## config.mk

```make
export PLATFORM = sky130hd
export DESIGN_NAME = fmul_share_ctrl_flat
export DESIGN_NICKNAME = d
export VERILOG_FILES = /design/src/rtl/fmul_share_ctrl_pkg.sv /design/src/rtl/fmul_share_ctrl_if.sv /design/src/rtl/fmul_rr_pick.sv /design/src/rtl/fmul_share_ctrl.sv /design/src/flat_wrapper.sv
export SDC_FILE = /design/constraint.sdc
export NUM_CORES = 1
export LEC_CHECK = 0
export ABC_AREA = 1
export CAP_MARGIN = 15
export CORE_MARGIN = 4
export CORE_UTILIZATION = 35
export CTS_BUF_LIST = sky130_fd_sc_hd__clkbuf_4 sky130_fd_sc_hd__clkbuf_8
export CTS_CLUSTER_SIZE = 25
export DETAILED_ROUTE_END_ITERATION = 8
export PLACE_DENSITY = 0.75
export SLEW_MARGIN = 20
export SYNTH_ARGS = -nofsm -noshare
export SYNTH_HDL_FRONTEND = slang
export SYNTH_SLANG_ARGS = --single-unit
```

## constraint.sdc

```tcl
create_clock -name clk -period 1.6 [get_ports clk]
set_clock_uncertainty 0.1 [all_clocks]
set_input_delay 0.48 -clock clk [delete_from_list [all_inputs] [get_ports clk]]
set_output_delay 0.48 -clock clk [all_outputs]
set_load 0.005 [all_outputs]
```

## src/rtl/fmul_share_ctrl_pkg.sv

```systemverilog
// Shared definitions for the floating-point multiplier share controller:
// sequencer state encoding and FP32 field layout.
package fmul_share_ctrl_pkg;

    typedef enum logic [1:0] {
        StIdle = 2'd0,
        StBusy = 2'd1,
        StResp = 2'd2
    } state_e;

    localparam int unsigned FpWidth   = 32;
    localparam int unsigned FpSignBit = 31;
    localparam int unsigned FpExpMsb  = 30;
    localparam int unsigned FpExpLsb  = 23;
    localparam int unsigned FpManMsb  = 22;
    localparam int unsigned FpBias    = 127;

endpackage

```

## src/rtl/fmul_share_ctrl_if.sv

```systemverilog
// Requester-side handshake bundle: operand request channel and result channel.
interface fmul_share_ctrl_if #(
    parameter int unsigned NREQ = 2
);
    logic [NREQ-1:0]    req_valid;
    logic [NREQ-1:0]    req_ready;
    logic [32*NREQ-1:0] req_a;
    logic [32*NREQ-1:0] req_b;
    logic [NREQ-1:0]    resp_valid;
    logic [NREQ-1:0]    resp_ready;
    logic [31:0]        resp_c;
    logic               resp_ovf;

    modport master (
        output req_valid, req_a, req_b, resp_ready,
        input  req_ready, resp_valid, resp_c, resp_ovf
    );

    modport slave (
        input  req_valid, req_a, req_b, resp_ready,
        output req_ready, resp_valid, resp_c, resp_ovf
    );
endinterface

```

## src/rtl/fmul_rr_pick.sv

```systemverilog
// Combinational round-robin picker: one-hot grant to the first valid requester
// found scanning upward from last+1 with wrap.
module fmul_rr_pick #(
    parameter int unsigned NREQ = 2,
    parameter int unsigned IdxW = 1
) (
    input  logic [NREQ-1:0] req_valid,
    input  logic [IdxW-1:0] last,
    output logic [NREQ-1:0] grant
);
    logic [IdxW-1:0] idx;

    always_comb begin
        grant = '0;
        idx   = '0;
        for (int unsigned k = 1; k <= NREQ; k++) begin
            idx = IdxW'((32'(last) + k) % NREQ);
            if (grant == '0 && req_valid[idx]) begin
                grant[idx] = 1'b1;
            end
        end
    end
endmodule

```

## src/rtl/fmul_share_ctrl.sv

```systemverilog
// Shares one fixed-latency FP32 multiplier between NREQ requesters: round-robin
// accept, hold operands for MUL_LAT cycles, capture, return result by handshake.
module fmul_share_ctrl
    import fmul_share_ctrl_pkg::*;
#(
    parameter int unsigned NREQ    = 2,
    parameter int unsigned MUL_LAT = 2,
    parameter int unsigned CNT_W   = 2
) (
    input  logic               clk,
    input  logic               rst_n,
    fmul_share_ctrl_if.slave   bus,
    output logic [FpWidth-1:0] mul_a,
    output logic [FpWidth-1:0] mul_b,
    input  logic [FpWidth-1:0] mul_c,
    input  logic               mul_ovf,
    output logic               busy,
    output logic               ovf_sticky,
    input  logic               ovf_clr
);
    localparam int unsigned IdxW = (NREQ > 1) ? $clog2(NREQ) : 1;

    state_e             state_q;
    logic [IdxW-1:0]    last_q;
    logic [IdxW-1:0]    owner_q;
    logic [CNT_W-1:0]   cnt_q;
    logic [NREQ-1:0]    resp_valid_q;
    logic [FpWidth-1:0] resp_c_q;
    logic               resp_ovf_q;

    logic [NREQ-1:0]    grant;
    logic [NREQ-1:0]    req_ready;
    logic [IdxW-1:0]    grant_idx;
    logic               fire;
    logic               resp_ack;

    fmul_rr_pick #(
        .NREQ (NREQ),
        .IdxW (IdxW)
    ) u_pick (
        .req_valid (bus.req_valid),
        .last      (last_q),
        .grant     (grant)
    );

    always_comb begin
        grant_idx = '0;
        for (int unsigned i = 0; i < NREQ; i++) begin
            if (grant[i]) begin
                grant_idx = IdxW'(i);
            end
        end
    end

    // Grants are only offered while idle, so acceptance never overlaps a new grant.
    assign req_ready = (state_q == StIdle) ? grant : '0;
    assign fire      = |(bus.req_valid & req_ready);
    assign resp_ack  = (state_q == StResp) && bus.resp_ready[owner_q];

    assign bus.req_ready  = req_ready;
    assign bus.resp_valid = resp_valid_q;
    assign bus.resp_c     = resp_c_q;
    assign bus.resp_ovf   = resp_ovf_q;

    always_ff @(posedge clk or negedge rst_n) begin
        if (!rst_n) begin
            state_q      <= StIdle;
            last_q       <= IdxW'(NREQ - 1);
            owner_q      <= '0;
            cnt_q        <= '0;
            resp_valid_q <= '0;
            resp_c_q     <= '0;
            resp_ovf_q   <= 1'b0;
            mul_a        <= '0;
            mul_b        <= '0;
            busy         <= 1'b0;
            ovf_sticky   <= 1'b0;
        end else begin
            if (ovf_clr) begin
                ovf_sticky <= 1'b0;
            end
            case (state_q)
                StIdle: begin
                    if (fire) begin
                        mul_a   <= bus.req_a[FpWidth*grant_idx +: FpWidth];
                        mul_b   <= bus.req_b[FpWidth*grant_idx +: FpWidth];
                        owner_q <= grant_idx;
                        last_q  <= grant_idx;
                        cnt_q   <= CNT_W'(MUL_LAT - 1);
                        busy    <= 1'b1;
                        state_q <= StBusy;
                    end
                end
                StBusy: begin
                    if (cnt_q != '0) begin
                        cnt_q <= cnt_q - 1'b1;
                    end else begin
                        resp_c_q     <= mul_c;
                        resp_ovf_q   <= mul_ovf;
                        resp_valid_q <= {{(NREQ-1){1'b0}}, 1'b1} << owner_q;
                        // Later assignment so a capture beats a same-cycle clear.
                        if (mul_ovf) begin
                            ovf_sticky <= 1'b1;
                        end
                        state_q <= StResp;
                    end
                end
                StResp: begin
                    if (resp_ack) begin
                        resp_valid_q <= '0;
                        busy         <= 1'b0;
                        state_q      <= StIdle;
                    end
                end
                default: begin
                    state_q <= StIdle;
                end
            endcase
        end
    end
endmodule

```

## src/flat_wrapper.sv

```systemverilog
// flat-port wrapper written by rule: the top's interface ports become plain ports
module fmul_share_ctrl_flat import fmul_share_ctrl_pkg::*;
#(
    parameter int unsigned NREQ    = 2,
    parameter int unsigned MUL_LAT = 2,
    parameter int unsigned CNT_W   = 2
)
  (clk, rst_n, mul_a, mul_b, mul_c, mul_ovf, busy, ovf_sticky, ovf_clr, bus_req_valid, bus_req_a, bus_req_b, bus_resp_ready, bus_req_ready, bus_resp_valid, bus_resp_c, bus_resp_ovf);
  fmul_share_ctrl_if #(.NREQ(NREQ)) bus_i ();
  input  logic clk;
  input  logic rst_n;
  output logic [FpWidth-1:0] mul_a;
  output logic [FpWidth-1:0] mul_b;
  input  logic [FpWidth-1:0] mul_c;
  input  logic mul_ovf;
  output logic busy;
  output logic ovf_sticky;
  input  logic ovf_clr;
  input wire logic [$bits(bus_i.req_valid)-1:0] bus_req_valid;
  input wire logic [$bits(bus_i.req_a)-1:0] bus_req_a;
  input wire logic [$bits(bus_i.req_b)-1:0] bus_req_b;
  input wire logic [$bits(bus_i.resp_ready)-1:0] bus_resp_ready;
  output wire logic [$bits(bus_i.req_ready)-1:0] bus_req_ready;
  output wire logic [$bits(bus_i.resp_valid)-1:0] bus_resp_valid;
  output wire logic [$bits(bus_i.resp_c)-1:0] bus_resp_c;
  output wire logic [$bits(bus_i.resp_ovf)-1:0] bus_resp_ovf;
  assign bus_i.req_valid = bus_req_valid;
  assign bus_i.req_a = bus_req_a;
  assign bus_i.req_b = bus_req_b;
  assign bus_i.resp_ready = bus_resp_ready;
  assign bus_req_ready = bus_i.req_ready;
  assign bus_resp_valid = bus_i.resp_valid;
  assign bus_resp_c = bus_i.resp_c;
  assign bus_resp_ovf = bus_i.resp_ovf;
  fmul_share_ctrl #(.NREQ(NREQ), .MUL_LAT(MUL_LAT), .CNT_W(CNT_W)) u_core (.clk(clk), .rst_n(rst_n), .bus(bus_i), .mul_a(mul_a), .mul_b(mul_b), .mul_c(mul_c), .mul_ovf(mul_ovf), .busy(busy), .ovf_sticky(ovf_sticky), .ovf_clr(ovf_clr));
endmodule
```

* Word level (Yosys, flattened, before mapping)
Index checks and enable logic that the tools add are counted.
** Storage, ports and cells
- Word-level logic and storage cells :: 77
- Output and inout port bits :: 103
- Register bits after elaboration :: 107
** Operators by class
- Muxes and demuxes :: 29
- Reduce and logical (&&, ||, !) cells :: 17
- Order comparisons :: 5
- Equality and inequality tests :: 6
- $add $sub $neg :: 3
- Bitwise gates (word level) :: 3
- Shifts and indexed selects :: 3
** Operator list (count)
- $shiftx 64x7->32 :: 2
- $mux 2 :: 8
- $mux 1 :: 15
- $reduce_and 3->1 :: 4
- $pmux 2 s2 :: 2
- $reduce_bool 2->1 :: 4
- $lt 1x2->1 const B :: 3
- $ne 2x1->1 const B :: 3
- $pmux 2 s3 :: 1
- $logic_and 1x1->1 :: 4
- $logic_not 2->1 :: 2
- $reduce_and 2->1 :: 2
- $add 1x1->1 const B :: 2
- $and 2x2->2 :: 1
- $demux 1 s1 :: 2
- $eq 2x1->1 const B :: 1
- $eq 2x2->1 const B :: 1
- $ge 1x1->1 const B :: 2
- $ne 2x2->1 const B :: 1
- $or 2x2->2 :: 1
- $pmux 1 s2 :: 1
- $reduce_or 2->1 :: 1
- $shl 1x1->2 const A :: 1
- $sub 2x1->2 const B :: 1
- $not 1->1 :: 1

* Depth between registers and ports, before layout
Gate-level depths: netlist of the first run.
- Depth after elaboration :: 14
- Gate-level depth with buffers :: 8
- Gate-level depth less buffers :: 8

* Modules after synthesis
Synthesis of the first run repeated with hierarchy kept, for this count alone.
** Unflattened totals
- Cells, all modules :: 684
- Area, all modules :: 4972.3 sq um
** Modules (own cells, without submodules)
- fmul_share_ctrl :: area an instance 4952.2 sq um, sequential area each 2678.8 sq um, times used 1, cells an instance 679
- fmul_rr_pick :: area an instance 20.0 sq um, sequential area each 0.0 sq um, times used 1, cells an instance 5

* Least setup slack after synthesis of the first run
OpenSTA, ideal clock, no wires.
- Kind :: reg-to-output
- Start :: register u_core.state_q[0]
- End :: output port bus_req_ready[1]
- Stages on the path, launching flop included :: 7
- Arrival :: 1183 ps
- Path slack :: -163 ps
- Data required time :: 1020 ps
- Path buffers :: 2
- Cells stage by stage :: dfrtp_1 > inv_1 > ha_1 > nand2_2 > buf_2 > buf_2 > inv_1
** Between the ends
- Cells in the longest elaborated chain, start to end :: 2
** RTL lines
- start, declared :: RTL line fmul_share_ctrl.sv:23 : state_e state_q;
- start signal, assigned :: RTL line fmul_share_ctrl.sv:67 : state_q <= StIdle;
- start signal, assigned :: RTL line fmul_share_ctrl.sv:91 : state_q <= StBusy;
- start signal, assigned :: RTL line fmul_share_ctrl.sv:105 : state_q <= StResp;
- $logic_not 2->1 :: RTL line fmul_share_ctrl.sv:56 : assign req_ready = (state_q == StIdle) ? grant : '0;
- $mux 2 :: RTL line fmul_share_ctrl.sv:56
- end, declared :: RTL line flat_wrapper.sv:23 : output wire logic [$bits(bus_i.req_ready)-1:0] bus_req_ready;
Every way passes these cells.

* Worst setup path in the final report of the first run
- Start :: register u_core.last_q
- End :: output port bus_req_ready[1]
** Between the ends
- Cells in the longest elaborated chain, start to end :: 10
** RTL lines
- start, declared :: RTL line fmul_share_ctrl.sv:24 : logic [IdxW-1:0] last_q;
- start signal, assigned :: RTL line fmul_share_ctrl.sv:68 : last_q <= IdxW'(NREQ - 1);
- start signal, assigned :: RTL line fmul_share_ctrl.sv:88 : last_q <= grant_idx;
- $add 1x1->1 :: RTL line fmul_rr_pick.sv:17 : idx = IdxW'((32'(last) + k) % NREQ);
- $lt 1x2->1 (not written as such) / $ge 1x1->1 (equally long branches) :: RTL line fmul_rr_pick.sv:19 : grant[idx] = 1'b1;
- $logic_and 1x1->1 (not written as such) :: RTL line fmul_rr_pick.sv:19
- $mux 1 (not written as such) :: RTL line fmul_rr_pick.sv:19
- $demux 1 s1 :: RTL line fmul_rr_pick.sv:19
- $mux 2 :: RTL line fmul_rr_pick.sv:18 : if (grant == '0 && req_valid[idx]) begin
- $logic_not 2->1 :: RTL line fmul_rr_pick.sv:18
- $logic_and 1x1->1 :: RTL line fmul_rr_pick.sv:18
- $mux 2 * :: RTL line fmul_rr_pick.sv:18
- $mux 2 * :: RTL line fmul_share_ctrl.sv:56
Mark *: on every way between the ends. The rest lies on a longest branch, timed or not. The select of a mux whose other input is x is not followed.

==> impl_metrics.toml, run 1 <==
[timing]
hold_violations = 0
setup_violations = 66
worstMarginPinSlew_ns = 0.4312
fin_crit_sh_pct = 117.0
fin_crit_ns = 1.872
relSlewSlack_pct = 71.25
clock.fmax_mhz = 534.2
fin_hold_ws_ns = 0.3843
rsz0062_at_grt = "true"
slew_viol_final = 0
setup_ws_ns = -0.2718

[die]
die_h_um = 129.8
num_rows = 44
die-area_um2 = 16860
ios = 271
die_w_um = 129.8
coreArea_um2 = 14530
start_util_pct = 35.74

[critical_path]
startpoint = "u_core.last_q"
criticalPathCategory = "flip-flop to output port"
path_max_fanout = 2
cp-end-kind = "output port"
start_kind = "flip-flop"
required_ns = 1.02
regToRegStartpoint = "u_core.state_q[0]"
cp.arrival_ns = 1.29

[detailed_routing]
wire_per_inst_um = 14.15
num_vias = 5412
drtPass1Iterations = 4
drc = 0
viasPerCell = 4.499
wl_mm = 17.02
postRouteAntennaNets = 0
drtIter0Drc = 242

[synthesis]
synth_seq_cells = 107
synth_nets = 872
yosysSeqAreaShare_pct = 51.57
syn_area_per_cell_um2 = 7.432
yosys_warnings = 0
netlist_instances = 699
yosys.cell_types.count = 18
synth_area_um2 = 5195

[clock_tree]
cts_tree = "done"
clkLatencyLatePin_ns = 0.36
cts-root-buf = "clkbuf_8"
htreeDepth = 3
cts_sinks = 107
clk_path_buf_depth = 2
cts.clk_slew.worst_paths_ns = 0.09
cts_buffers = 9

[pwr]
leakage_nw = 4.593
p_clk_share_pct = 13.5
p_sw_mw = 5.134
swShare_pct = 37.07
sequentialPowerShare_pct = 34.0
power_density_nw_per_um2 = 1611
design_power_total_mw = 13.85
internal_power_mw = 8.716
irDropWorstVdd_mv = 0.5532
power_frac_comb_pct = 52.5

[finish]
nFillCells = 1340
diodes = 0
final_core_util_pct = 59.17
drive_gt1_share_pct = 17.76
finalInstanceArea_um2 = 8600
mostFrequentLayoutCells = "312 x nand2_1, 164 x clkdlybuf4s50_1, 106 x dfrtp_1"
fin_nets = 1187
final_common_cell = "nand2_1"
areaGrowthSynthToFinish_pct = 65.53

[placement]
portBuffers = 270
postPlaceCellArea_um2 = 8234
place_ws_ns = -0.8676
dp_hpwl_mm = 12.26
place.gp.congestion = 0.7885

[flow_run]
maxCapViolCount = 0

[global_routing]
globalRouteTotalUtil_pct = 19.11
first_global_vias = 4961
antenna_found_initial = 0
grt_pass1_wl_mm = 25.23
grt.overflow.total = 0
grt_max_degree = 83

[run_status]
status = "finished with violations"
violations = "setup timing"

[min_path]
hold_start = "u_core.bus.resp_c[11]"
min_path_type = "flip-flop to flip-flop"
==> final timing paths <==
kind                                          to  slack (ns)  depth (start not counted)
hold reg to reg            u_core.bus.resp_c[11]        0.38                          2
max in group asynchronous  u_core.bus.resp_c[18]        0.46                          3
min in group asynchronous  u_core.bus.resp_c[20]        0.43                          2
setup reg to reg                u_core.mul_a[28]       -0.21                          8
hold / removal             u_core.bus.resp_c[11]        0.38                          2
setup / recovery                bus_req_ready[1]       -0.27                          5
==> logic make-up after synthesis <==
| group | Yosys count | share of synthesized area, % |
|---|---|---|
| fa+ha+maj | 5 | 1.204 |
| compound gates | 68 | 6.623 |
| flops | 107 | 51.57 |
| simple gates | 400 | 30.78 |
| buf+inv | 119 | 9.826 |
==> routing by layer <==
metal  track usage (%)  up-vias  wire length, um
li1                  -     2779                -
met1             23.08     2401             6749
met2             32.45      218             8252
met3             6.631       14             1820
met4             5.501        0              199
met5                 0        -                0
==> layout make-up <==
cell class              count  area, um2  area share, %
clock inverters             5      75.07         0.8730
inverters                  79      310.3          3.608
clock buffers              11      151.4          1.761
well taps                 184      230.2          2.677
multi-input cells         473       2062          23.98
repair buffers            344       3092          35.95
flip-flops and latches    107       2679          31.15
==> power by group through the flow <==
stage	logic, mW	registers (mW)	clock network, mW
after CTS	7.52	4.71	1.93
after global placement	7.10	4.73	0
after global routing	8.16	4.85	2.04
after floorplan	3.01	4.83	0
after detailed placement	7.25	4.77	0
final	7.27	4.71	1.87
==> critical path: stages, from the launching register on <==
cell and delay, ns:
dfstp_2 0.56, buf_6 0.10, a21oi_4 0.05, nand2_2 0.08
inv_2 0.04, buf_6 0.11
==> what timing repair did <==
item / CTS / global route
setup endpoints to repair: 170 / 169
hold buffers: 1 / 0
pin swaps: 2 / 2
gates cloned: 3 / 0
gates resized for setup: 255 / 68
setup buffers: 29 / 14
hold endpoints to repair: 14 / 0
==> cells in the mapped netlist <==
| cell type | instances | share of area (%) |
|---|---|---|
| inv_1 | 77 | 5.6 |
| clkbuf_1 | 6 | 0.43 |
| nand2_2 | 2 | 0.24 |
| dfstp_2 | 1 | 0.51 |
| nor2_1 | 11 | 0.79 |
| nand3_1 | 72 | 6.9 |
| o21ai_1 | 57 | 5.5 |
| clkinv_1 | 1 | 0.072 |
| nand2_1 | 314 | 23 |
| nand4_1 | 1 | 0.12 |
| buf_1 | 1 | 0.072 |
| o21ai_0 | 10 | 0.96 |
| dfrtp_1 | 106 | 51 |
| buf_4 | 9 | 1.3 |
| inv_2 | 1 | 0.072 |
| buf_2 | 24 | 2.3 |
| ha_1 | 5 | 1.2 |
| a21oi_2 | 1 | 0.17 |
==> per-stage QoR <==
| step | cells | TNS (ns) |
|---|---|---|
| floorplan | 699 | -0.001163 |
| global placement | 1141 | -53.88 |
| detailed placement | 1141 | -55.66 |
| CTS | 1189 | -12.00 |
| global route | 1203 | -17.02 |
| finish | 1203 | -10.09 |
==> registers in the layout (all words and copies together) (netlist names) <==
signal,cells
u_core.state_q,2
u_core.ovf_sticky,1
u_core.bus.resp_ovf,1
u_core.bus.resp_valid,2
u_core.owner_q,1
u_core.mul_b,32
u_core.busy,1
u_core.bus.resp_c,32
u_core.mul_a,32
u_core.cnt_q,2
u_core.last_q,1
No activity file was read; power rests on OpenSTA's default activity.
==> run 2: changes to the inputs <==
--- a/config.mk
+++ b/config.mk
@@ -8,12 +8,13 @@
 export ABC_AREA = 1
 export CAP_MARGIN = 15
 export CORE_MARGIN = 4
-export CORE_UTILIZATION = 35
+export CORE_UTILIZATION = 37
 export CTS_BUF_LIST = sky130_fd_sc_hd__clkbuf_4 sky130_fd_sc_hd__clkbuf_8
 export CTS_CLUSTER_SIZE = 25
 export DETAILED_ROUTE_END_ITERATION = 8
-export PLACE_DENSITY = 0.75
-export SLEW_MARGIN = 20
+export GPL_ROUTABILITY_DRIVEN = 0
+export PLACE_DENSITY = 0.79
+export SLEW_MARGIN = 5
 export SYNTH_ARGS = -nofsm -noshare
 export SYNTH_HDL_FRONTEND = slang
 export SYNTH_SLANG_ARGS = --single-unit
==> run 2 against run 1 <==
Against the previous run: the flow still finishes with violations (setup timing); fmax fell by 1.4%; design area is 9.2% higher; count of clock-buffer cells in the layout fell by 2; routed wire length is 16% higher; worst setup slack worse by 0.026 ns; clock power hardly changed; largest power group unchanged; highest routed layer unchanged.
==> impl_metrics.toml, run 2 (synthesis gave the netlist of run 1 again) <==
[global_routing]
grt_pass1_wl_mm = 25.53
antenna_found_initial = 0
first_global_vias = 5102
grt_max_degree = 83
grt.overflow.total = 0
globalRouteTotalUtil_pct = 19.85

[die]
num_rows = 43
die-area_um2 = 16000
coreArea_um2 = 13830
die_w_um = 126.5
ios = 271
start_util_pct = 37.57
die_h_um = 126.5

[detailed_routing]
num_vias = 5799
wire_per_inst_um = 16.21
drc = 0
postRouteAntennaNets = 0
drtPass1Iterations = 6
wl_mm = 19.75
viasPerCell = 4.761
drtIter0Drc = 244

[clock_tree]
clk_path_buf_depth = 2
cts_sinks = 107
cts_buffers = 9
cts-root-buf = "clkbuf_8"
htreeDepth = 3
cts_tree = "done"
clkLatencyLatePin_ns = 0.38
cts.clk_slew.worst_paths_ns = 0.10

[pwr]
leakage_nw = 4.975
power_density_nw_per_um2 = 1669
design_power_total_mw = 15.68
irDropWorstVdd_mv = 0.6692

[finish]
drive_gt1_share_pct = 28.61
mostFrequentLayoutCells = "254 x nand2_1, 164 x clkdlybuf4s50_1, 106 x dfrtp_1"
finalInstanceArea_um2 = 9394
areaGrowthSynthToFinish_pct = 80.83
final_common_cell = "nand2_1"
fin_nets = 1206
diodes = 0
final_core_util_pct = 67.94
nFillCells = 1122

[placement]
postPlaceCellArea_um2 = 8219
portBuffers = 270
dp_hpwl_mm = 11.96

[critical_path]
required_ns = 1.02
cp-end-kind = "output port"
cp.buffers_inverters = 3
criticalPathCategory = "flip-flop to output port"
worstPathCellList = "inv_2 -> nand2_4 -> nand3_4 -> inv_2 -> buf_6"
cp_common_cell = "inv_2"
cp.arrival_ns = 1.32
path_delay_family = "flip-flops"
critPathSlowestCell = "dfstp_2"
max_stage_delay_ns = 0.58
start_kind = "flip-flop"
path_max_fanout = 2

[timing]
hold_violations = 0
relSlewSlack_pct = 80.75
setup_ws_ns = -0.2975
setup_violations = 46
fin_crit_sh_pct = 118.6
clock.fmax_mhz = 527.0
slew_viol_final = 0
worstMarginPinSlew_ns = 0.2869
rsz0062_at_grt = "true"
fin_crit_ns = 1.897

[run_status]
violations = "setup timing"
status = "finished with violations"

[flow_run]
maxCapViolCount = 0

[min_path]
min_path_type = "flip-flop to flip-flop"
-- run 2: cell count changes in the layout (fill, tap and decap cells not counted), moves of 13 or more --
cell / previous run / this run
nand2_1: 312 / 254
nand3_1: 71 / 47
nand3_2: 0 / 24
clkbuf_16: 0 / 13
nand2_4: 0 / 19
buf_2: 15 / 31
nand2_2: 3 / 42
-- run 2: per-layer routing --
layer	up-vias	GRT usage (%)	wire length (um)
met5	-	0	0
met3	38	6.358	1739
li1	2823	-	-
met2	255	33.28	9807
met1	2683	24.05	7549
met4	0	7.066	650
-- run 2: final timing paths --
| kind | cells after the start | startpoint | end | slack, ns |
|---|---|---|---|---|
| setup / recovery | 5 | u_core.last_q | bus_req_ready[0] | -0.30 |
| hold / removal | 2 | u_core.bus.resp_c[21] | u_core.bus.resp_c[21] | 0.39 |
| setup reg to reg | 10 | u_core.last_q | u_core.mul_b[2] | -0.12 |
| hold reg to reg | 2 | u_core.bus.resp_c[21] | u_core.bus.resp_c[21] | 0.39 |
| max in group asynchronous | 3 | rst_n | u_core.mul_b[2] | 0.52 |
| min in group asynchronous | 2 | rst_n | u_core.bus.resp_c[10] | 0.41 |
-- run 2: tightest hold or removal path: stages, from the launching register on --
cell and delay (ns):
dfrtp_1 0.35, nand2_1 0.05, nand2_1 0.05
-- run 2: timing repair --
| action | 4_1_cts | 5_1_grt |
|---|---|---|
| endpoints found under the hold margin | 11 | 0 |
| gates resized for setup | 269 | 212 |
| cloned | 1 | 19 |
| pin swaps | 2 | 69 |
| endpoints found under the setup margin | 171 | 172 |
| buffers inserted | 20 | 28 |
| hold buffers | 1 | 0 |
-- run 2: cell type report --
| class | count | area (um2) | share of cell area (%) |
|---|---|---|---|
| clock buffers | 9 | 123.9 | 1.319 |
| clock inverters | 7 | 101.3 | 1.079 |
| inverters | 79 | 311.5 | 3.316 |
| multi-input cells | 474 | 2472 | 26.32 |
| flip-flops and latches | 107 | 2679 | 28.52 |
| well taps | 180 | 225.2 | 2.397 |
| repair buffers | 362 | 3481 | 37.05 |
-- run 2: through the flow --
stage                 TNS, ns  worst slack (ns)  std cells  hold slack [ns]
CTS                    -9.803           -0.3000       1171           0.3846
global placement       -54.11           -0.8392       1134           0.2689
detailed placement     -56.10           -0.8361       1134           0.2689
finish                 -2.428           -0.2975       1218           0.3862
floorplan           -0.001163         -0.001163        699          0.08441
global route           -4.638           -0.3513       1218           0.4087
-- run 2: where the power goes --
| part | internal, mW | total (mW) | switching, mW | leakage [nW] |
|---|---|---|---|---|
| Sequential | 4.02 | 4.75 | 0.729 | 1.33 |
| Combinational | 4.59 | 9.06 | 4.47 | 3.54 |
| Clock | 0.892 | 1.87 | 0.975 | 0.106 |
| Total | 9.50 | 15.7 | 6.18 | 4.97 |
